[src/rtl/write_control_np.sv]
// rtl/write_control_np.sv - FIFO write-side controller for any depth 2..2**AW
// Pointer, fill count, hysteretic almost-full and sticky overflow with a saturating drop counter.
module write_control_np #(
    parameter int AW    = 10,
    parameter int DEPTH = 2**AW,
    parameter int OCW   = 8
) (
    input  logic          i_clk,
    input  logic          i_rst_n,
    input  logic          i_flush,
    input  logic          i_valid_s,
    input  logic [AW:0]   i_almostfull_lvl,
    input  logic [AW-1:0] i_af_hyst,
    input  logic          i_clr_ovf,
    input  logic [AW:0]   i_rptr,
    output logic [AW:0]   o_wptr,
    output logic [AW-1:0] o_waddr,
    output logic          o_wen,
    output logic          o_ready,
    output logic          o_full,
    output logic [AW:0]   o_wcount,
    output logic          o_almostfull,
    output logic          o_overflow,
    output logic [OCW-1:0] o_ovf_cnt
);

    localparam logic [AW:0]    DEPTH_W  = (AW+1)'(DEPTH);
    localparam logic [AW-1:0]  LAST_LOW = AW'(DEPTH-1);
    localparam logic [OCW-1:0] CNT_MAX  = '1;

    logic [AW:0]    wptr_q, wptr_d;
    logic           almostfull_q, almostfull_d;
    logic           overflow_q, overflow_d;
    logic [OCW-1:0] ovf_cnt_q, ovf_cnt_d;

    logic [AW-1:0]  w_low, r_low;
    logic           w_wrap, r_wrap;
    logic [AW:0]    wcount;
    logic           full, wen, drop;
    logic [AW+1:0]  hyst_sum;

    always_comb begin
        w_wrap = wptr_q[AW];
        w_low  = wptr_q[AW-1:0];
        r_wrap = i_rptr[AW];
        r_low  = i_rptr[AW-1:0];

        // Non-power-of-two depth: differing wrap bits mean the writer is one lap ahead.
        if (w_wrap == r_wrap) begin
            wcount = {1'b0, w_low} - {1'b0, r_low};
        end else begin
            wcount = DEPTH_W - {1'b0, r_low} + {1'b0, w_low};
        end

        full     = (wcount == DEPTH_W);
        wen      = i_rst_n & i_valid_s & ~full & ~i_flush;
        drop     = i_valid_s & full & ~i_flush;
        hyst_sum = {1'b0, wcount} + {2'b00, i_af_hyst};

        wptr_d = wptr_q;
        if (i_flush) begin
            wptr_d = '0;
        end else if (wen) begin
            if (w_low == LAST_LOW) begin
                wptr_d = {~w_wrap, {AW{1'b0}}};
            end else begin
                wptr_d = {w_wrap, w_low + AW'(1)};
            end
        end

        almostfull_d = almostfull_q;
        if (i_flush) begin
            almostfull_d = 1'b0;
        end else if (wcount >= i_almostfull_lvl) begin
            almostfull_d = 1'b1;
        end else if (hyst_sum < {1'b0, i_almostfull_lvl}) begin
            almostfull_d = 1'b0;
        end

        // A drop in the same cycle as a clear restarts the count at one.
        overflow_d = overflow_q;
        ovf_cnt_d  = ovf_cnt_q;
        if (drop) begin
            overflow_d = 1'b1;
            if (i_clr_ovf) begin
                ovf_cnt_d = OCW'(1);
            end else if (ovf_cnt_q != CNT_MAX) begin
                ovf_cnt_d = ovf_cnt_q + OCW'(1);
            end
        end else if (i_clr_ovf) begin
            overflow_d = 1'b0;
            ovf_cnt_d  = '0;
        end
    end

    always_ff @(posedge i_clk or negedge i_rst_n) begin
        if (!i_rst_n) begin
            wptr_q       <= '0;
            almostfull_q <= 1'b0;
            overflow_q   <= 1'b0;
            ovf_cnt_q    <= '0;
        end else begin
            wptr_q       <= wptr_d;
            almostfull_q <= almostfull_d;
            overflow_q   <= overflow_d;
            ovf_cnt_q    <= ovf_cnt_d;
        end
    end

    assign o_wptr       = wptr_q;
    assign o_waddr      = wptr_q[AW-1:0];
    assign o_wen        = wen;
    assign o_full       = full;
    assign o_ready      = ~full;
    assign o_wcount     = wcount;
    assign o_almostfull = almostfull_q;
    assign o_overflow   = overflow_q;
    assign o_ovf_cnt    = ovf_cnt_q;

endmodule

[config.mk]
export PLATFORM = sky130hd
export DESIGN_NAME = write_control_np
export DESIGN_NICKNAME = d
export VERILOG_FILES = /design/src/rtl/write_control_np.sv
export SDC_FILE = /design/constraint.sdc
export NUM_CORES = 1
export LEC_CHECK = 0
export ABC_AREA = 0
export CAP_MARGIN = 30
export CORE_ASPECT_RATIO = 1.4
export CORE_MARGIN = 4
export CORE_UTILIZATION = 52
export DETAILED_ROUTE_END_ITERATION = 16
export GPL_TIMING_DRIVEN = 0
export PLACE_DENSITY_LB_ADDON = 0.12
export REMOVE_ABC_BUFFERS = 1
export SYNTH_ARGS = -nofsm -noshare
export SYNTH_HDL_FRONTEND = slang
export SYNTH_SLANG_ARGS = --single-unit
[constraint.sdc]
create_clock -name i_clk -period 7.4 [get_ports i_clk]
set_input_delay 1.11 -clock i_clk [delete_from_list [all_inputs] [get_ports i_clk]]
set_output_delay 1.11 -clock i_clk [all_outputs]
set_load 0.02 [all_outputs]
=== Word-level counts from Yosys, hierarchy flattened ===
Cells that the tools add are included.

* Word-level logic and storage cells: 45
* Bits of input ports: 37
* Register bits after elaboration: 21
* Output and inout port bits: 45

* $add $sub $neg: 6
* Magnitude comparators: 2
* Equal/unequal tests: 4
* Reduce and logical (&&, ||, !) cells: 7
* Mux-type cells: 13
* Bitwise gates (word level): 8

{| class="wikitable"
|+ Operator list
! operator !! number
|-
| $mux 11 || 4
|-
| $mux 8 || 4
|-
| $add 11x10->12 || 1
|-
| $lt 12x11->1 || 1
|-
| $add 11x10->11 || 1
|-
| $eq 11x11->1 const B || 1
|-
| $ge 11x11->1 || 1
|-
| $sub 10x10->11 || 1
|-
| $sub 11x10->11 const A || 1
|-
| $add 10x1->10 const B || 1
|-
| $eq 10x10->1 const B || 1
|-
| $add 8x1->8 const B || 1
|-
| $ne 8x8->1 const B || 1
|-
| $reduce_bool 2->1 || 4
|-
| $and 1x1->1 || 5
|-
| $mux 1 || 5
|-
| $reduce_and 2->1 || 2
|-
| $not 1->1 || 3
|-
| $reduce_bool 3->1 || 1
|-
| $eq 1x1->1 || 1
|}

=== Logic depth before layout (Yosys ltp) ===
* Word-level depth: 9
* Mapped depth: 18
* Depth with buffers taken out: 18

=== Worst setup path after synthesis ===
No wires, ideal clock.

* Path type: input port to output port
* Start point: input i_rptr[0]
* End point: output o_wen
* Data required time: 6.290 ns
* Path slack: 2.428 ns
* Buffers on the path: 0
* Arrival time: 3.862 ns
* Stages on the path: 11
* Cell sequence: ha_1 -> inv_1 -> fa_1 -> a211oi_1 -> o21ai_2 -> nand4b_1 -> o211ai_1 -> or4b_1 -> or4_4 -> inv_2 -> nor3_1

* Cells in the longest elaborated chain, start to end: 7
* Elaborated cells between the ends (all ways): 8
* Classes of those cells: 3 x add/sub; 1 x eq/ne; 1 x mux; 3 x bitwise

{| class="wikitable"
|+ RTL lines
! element !! RTL line !! source
|-
| start: declaration || 15 || <nowiki>input logic [AW:0] i_rptr,</nowiki>
|-
| $sub 11x10->11 || 52 || <nowiki>wcount = DEPTH_W - {1'b0, r_low} + {1'b0, w_low};</nowiki>
|-
| $add 11x10->11 || 52 ||
|-
| $mux 11 (*) || 49 || <nowiki>if (w_wrap == r_wrap) begin</nowiki>
|-
| net o_wcount[8] || 21 || <nowiki>output logic [AW:0] o_wcount,</nowiki>
|-
| $eq 11x11->1 (*) || 55 || <nowiki>full = (wcount == DEPTH_W);</nowiki>
|-
| $not 1->1 (*) || -- ||
|-
| net o_ready || 19 || <nowiki>output logic o_ready,</nowiki>
|-
| $and 1x1->1 (*) (2 in a row) || 56 || <nowiki>wen = i_rst_n & i_valid_s & ~full & ~i_flush;</nowiki>
|-
| end: declaration || 18 || <nowiki>output logic o_wen,</nowiki>
|}

The timed path passes the listed nets; every way through them passes the cells marked *.

=== Worst setup path after layout ===
* Start point: input i_rptr[0]
* End point: output o_wen

* Cells in the longest elaborated chain, start to end: 7
* Elaborated cells between the ends (all ways): 8
* Classes of those cells: 3 x add/sub; 1 x eq/ne; 1 x mux; 3 x bitwise

{| class="wikitable"
|+ RTL lines
! element !! RTL line
|-
| $sub 11x10->11 || 52
|-
| $add 11x10->11 || 52
|-
| $mux 11 (*) || 49
|-
| $eq 11x11->1 (*) || 55
|-
| $not 1->1 (*) || 56
|-
| $and 1x1->1 (*) (2 in a row) || 56
|}

Mark *: on every way between the ends. The rest lies on a longest branch, timed or not.

==> results.json <==
{
  "clock_latency_ns": 0.26,
  "n_antenna_cell": 0,
  "setup_viol": 0,
  "routed_wl_um": 6930,
  "powerDensity_nw_per_um2": 114,
  "hpwl_um": 5790,
  "final-instance-count-excl-fill": 478,
  "drv_slew": 0,
  "hold_class": "register to register",
  "dpl-instance-area_um2": 3580,
  "hold-worst-slack_ns": 0.540,
  "cts-resized-gates": 0,
  "die_h_um": 94.1,
  "grt_pass1_vias": 2761,
  "synth_edf_count": 0,
  "yosysTopAreaCell": "ha_1",
  "dieArea_um2": 6540,
  "async_reset_ff_frac": 1.00,
  "final_nets": 498,
  "syn_inst": 341,
  "rows": 31,
  "syn_area_um2": 2760,
  "ios": 82,
  "crit_required_ns": 6.29,
  "drt_iter0_drc": 89,
  "wire_per_inst_um": 14.5,
  "cp.arrival_ns": 4.86,
  "root_buffer": "clkbuf_8",
  "yosysWarnings": 0,
  "yosysMostFrequentCell": "ha_1",
  "p_sw_frac": 0.368,
  "numCtsBuffers": 3,
  "synth_area_per_cell_um2": 8.08,
  "internal_power_mw": 0.261,
  "final.min_clock_period_ns": 5.97,
  "place_worst_setup_slack_ns": 1.45,
  "seqPwrFrac": 0.293,
  "synth_mux_area_frac": 0.0191,
  "drv_cap": 0,
  "numPortBuffers": 81,
  "relSlewSlack": 0.480,
  "power_mw": 0.412,
  "clock-sinks": 21,
  "synth.area.top_cells": "ha_1 (21%), dfrtp_1 (19%), a21oi_1 (4.9%)",
  "area_delta_synth_final_pct": 31.7,
  "drtPass1Iterations": 4,
  "antenna_left": 0,
  "hold_viol_final": 0,
  "clkPwrFrac": 0.183,
  "synth_top_area_share": 0.209,
  "htreeDepth": 1,
  "worst_pin_slew_ns": 0.780,
  "place_inst": 474,
  "switchingPower_mw": 0.152,
  "synth-xor-area-share": 0.0477,
  "setup_ws_ns": 1.43,
  "endpoint_kind": "output port",
  "ys_seq_elements": 21,
  "fmax_mhz": 167,
  "ys.flop_type": "dfrtp_1",
  "pwr-share-comb": 0.524,
  "cts_tree": "built",
  "fin_crit_sh": 0.807,
  "synth_top_family_by_area": "adder cells",
  "finalClockSkew_ns": 0.00392,
  "drive_gt1_frac": 0.0388,
  "die-width_um": 69.5,
  "grt_pass1_wl_um": 12300,
  "cts_buffer_depth": 2,
  "vias": 2749,
  "yosysUniqueCellTypes": 58,
  "synthAdderAreaFrac": 0.223,
  "cellLeakagePower_nw": 1.69,
  "coreArea_um2": 5160,
  "final_core_util": 0.703,
  "clk_pin_slew_ns": 0.08,
  "finish.instance_area_um2": 3630,
  "rsz0062_at_grt": "no",
  "crit_type": "primary input to output port",
  "cts_post_setup_buffers_inserted": 0,
  "synth_compound_area_frac": 0.218,
  "grt_use_total": 0.222,
  "viasPerCell": 5.75,
  "place.gp.congestion": 0.880,
  "drc": 0,
  "vdd_drop_max_mv": 0.116,
  "fin_setup_tns_ns": 0,
  "antenna_found_initial": 0,
  "crit_fanout": 6,
  "grt_start_max_net_pins": 20,
  "startpoint_type": "primary input",
  "start_util": 0.534,
  "outcome": "finished clean",
  "synth-simple-area-share": 0.220,
  "ys_seq_area_frac": 0.191,
  "hold_buffers": 0,
  "overflow": 0,
  "synthTopCellsByCount": "ha_1 (46), inv_1 (33), a21oi_1 (27)"
}
## area by class of cell
type | instances | area (µm²)
Inverter | 34 | 128
Fill cell | 447 | 1530
Sequential cell | 21 | 526
Tap cell | 66 | 82.6
Timing Repair Buffer | 82 | 838
Clock buffer | 3 | 41.3
Multi-Input combinational cell | 271 | 2010
Clock inverter | 1 | 5.00
## logic make-up after synthesis
family                     count (synthesis)
AOI/OAI and AO/OA                         91
xor gates and xnor gates                  15
adders and majority gates                 48
buffers and inverters                     49
DFF                                       21
muxes                                      5
and+or+nand+nor                          112
## cells in the final DEF (no fill, tap or decap), types with 3 or more instances in the layout
cell type	synthesis	layout
nor2_1	17	17
xnor2_1	9	9
clkbuf_8	0	3
o31ai_1	3	3
o21ai_0	14	14
a31oi_1	4	4
a21oi_1	27	27
or3_1	3	3
nand2_1	24	24
nand3_1	17	17
a211oi_1	4	4
mux2i_1	3	3
dfrtp_1	21	21
xor2_1	6	6
and3_1	6	6
clkdlybuf4s50_1	0	81
o211ai_1	4	4
nand4_1	3	3
ha_1	46	46
nor3_1	7	7
o21bai_1	3	3
inv_1	33	33
nand2b_1	8	8
a21o_1	12	12
nor2b_1	9	9
## worst paths after layout
kind | from | endpoint | slack [ns] | cells after the start
worst max-delay path | i_rptr[0] | o_wen | 1.43 | 13
worst min-delay path | o_overflow | o_overflow | 0.54 | 2
worst max register to register | o_wptr[0] | o_almostfull | 2.95 | 18
worst min register to register | o_overflow | o_overflow | 0.54 | 2
max in group asynchronous | i_rst_n | o_wptr[2] | 5.86 | 2
min in group asynchronous | i_rst_n | o_wptr[3] | 1.13 | 1
## layer usage
metal | GRT usage | wire length (µm) | part of all wire
met1 | 0.256 | 2750 | 0.40
met2 | 0.428 | 3840 | 0.55
met3 | 0.0246 | 250 | 0.036
met4 | 0.0570 | 80 | 0.012
met5 | 0 | 0 | 0
## critical path, stage by stage
cell             delay (ns)
clkdlybuf4s50_1        0.47
ha_1                   0.16
inv_1                  0.05
fa_1                   0.42
a211oi_1               0.31
o21ai_2                0.15
nand4b_1               0.11
o211ai_1               0.23
or4b_1                 0.54
or4_4                  0.54
inv_2                  0.14
nor3_1                 0.07
clkdlybuf4s50_1        0.57
## flip-flops by register name, summed over array words and instances, names as in the netlist
| signal | cells |
|---|---|
| o_almostfull | 1 |
| o_ovf_cnt | 8 |
| o_overflow | 1 |
| o_wptr | 11 |
## power groups by stage
stage	Clock, mW	Sequential, mW	Combinational [mW]
floorplan	0	0.127	0.133
global placement	0	0.123	0.208
detailed placement	0	0.123	0.216
CTS	0.0781	0.121	0.218
global route	0.0835	0.121	0.247
finish	0.0756	0.121	0.216
Note: power is estimated with default switching activity, not from simulation.
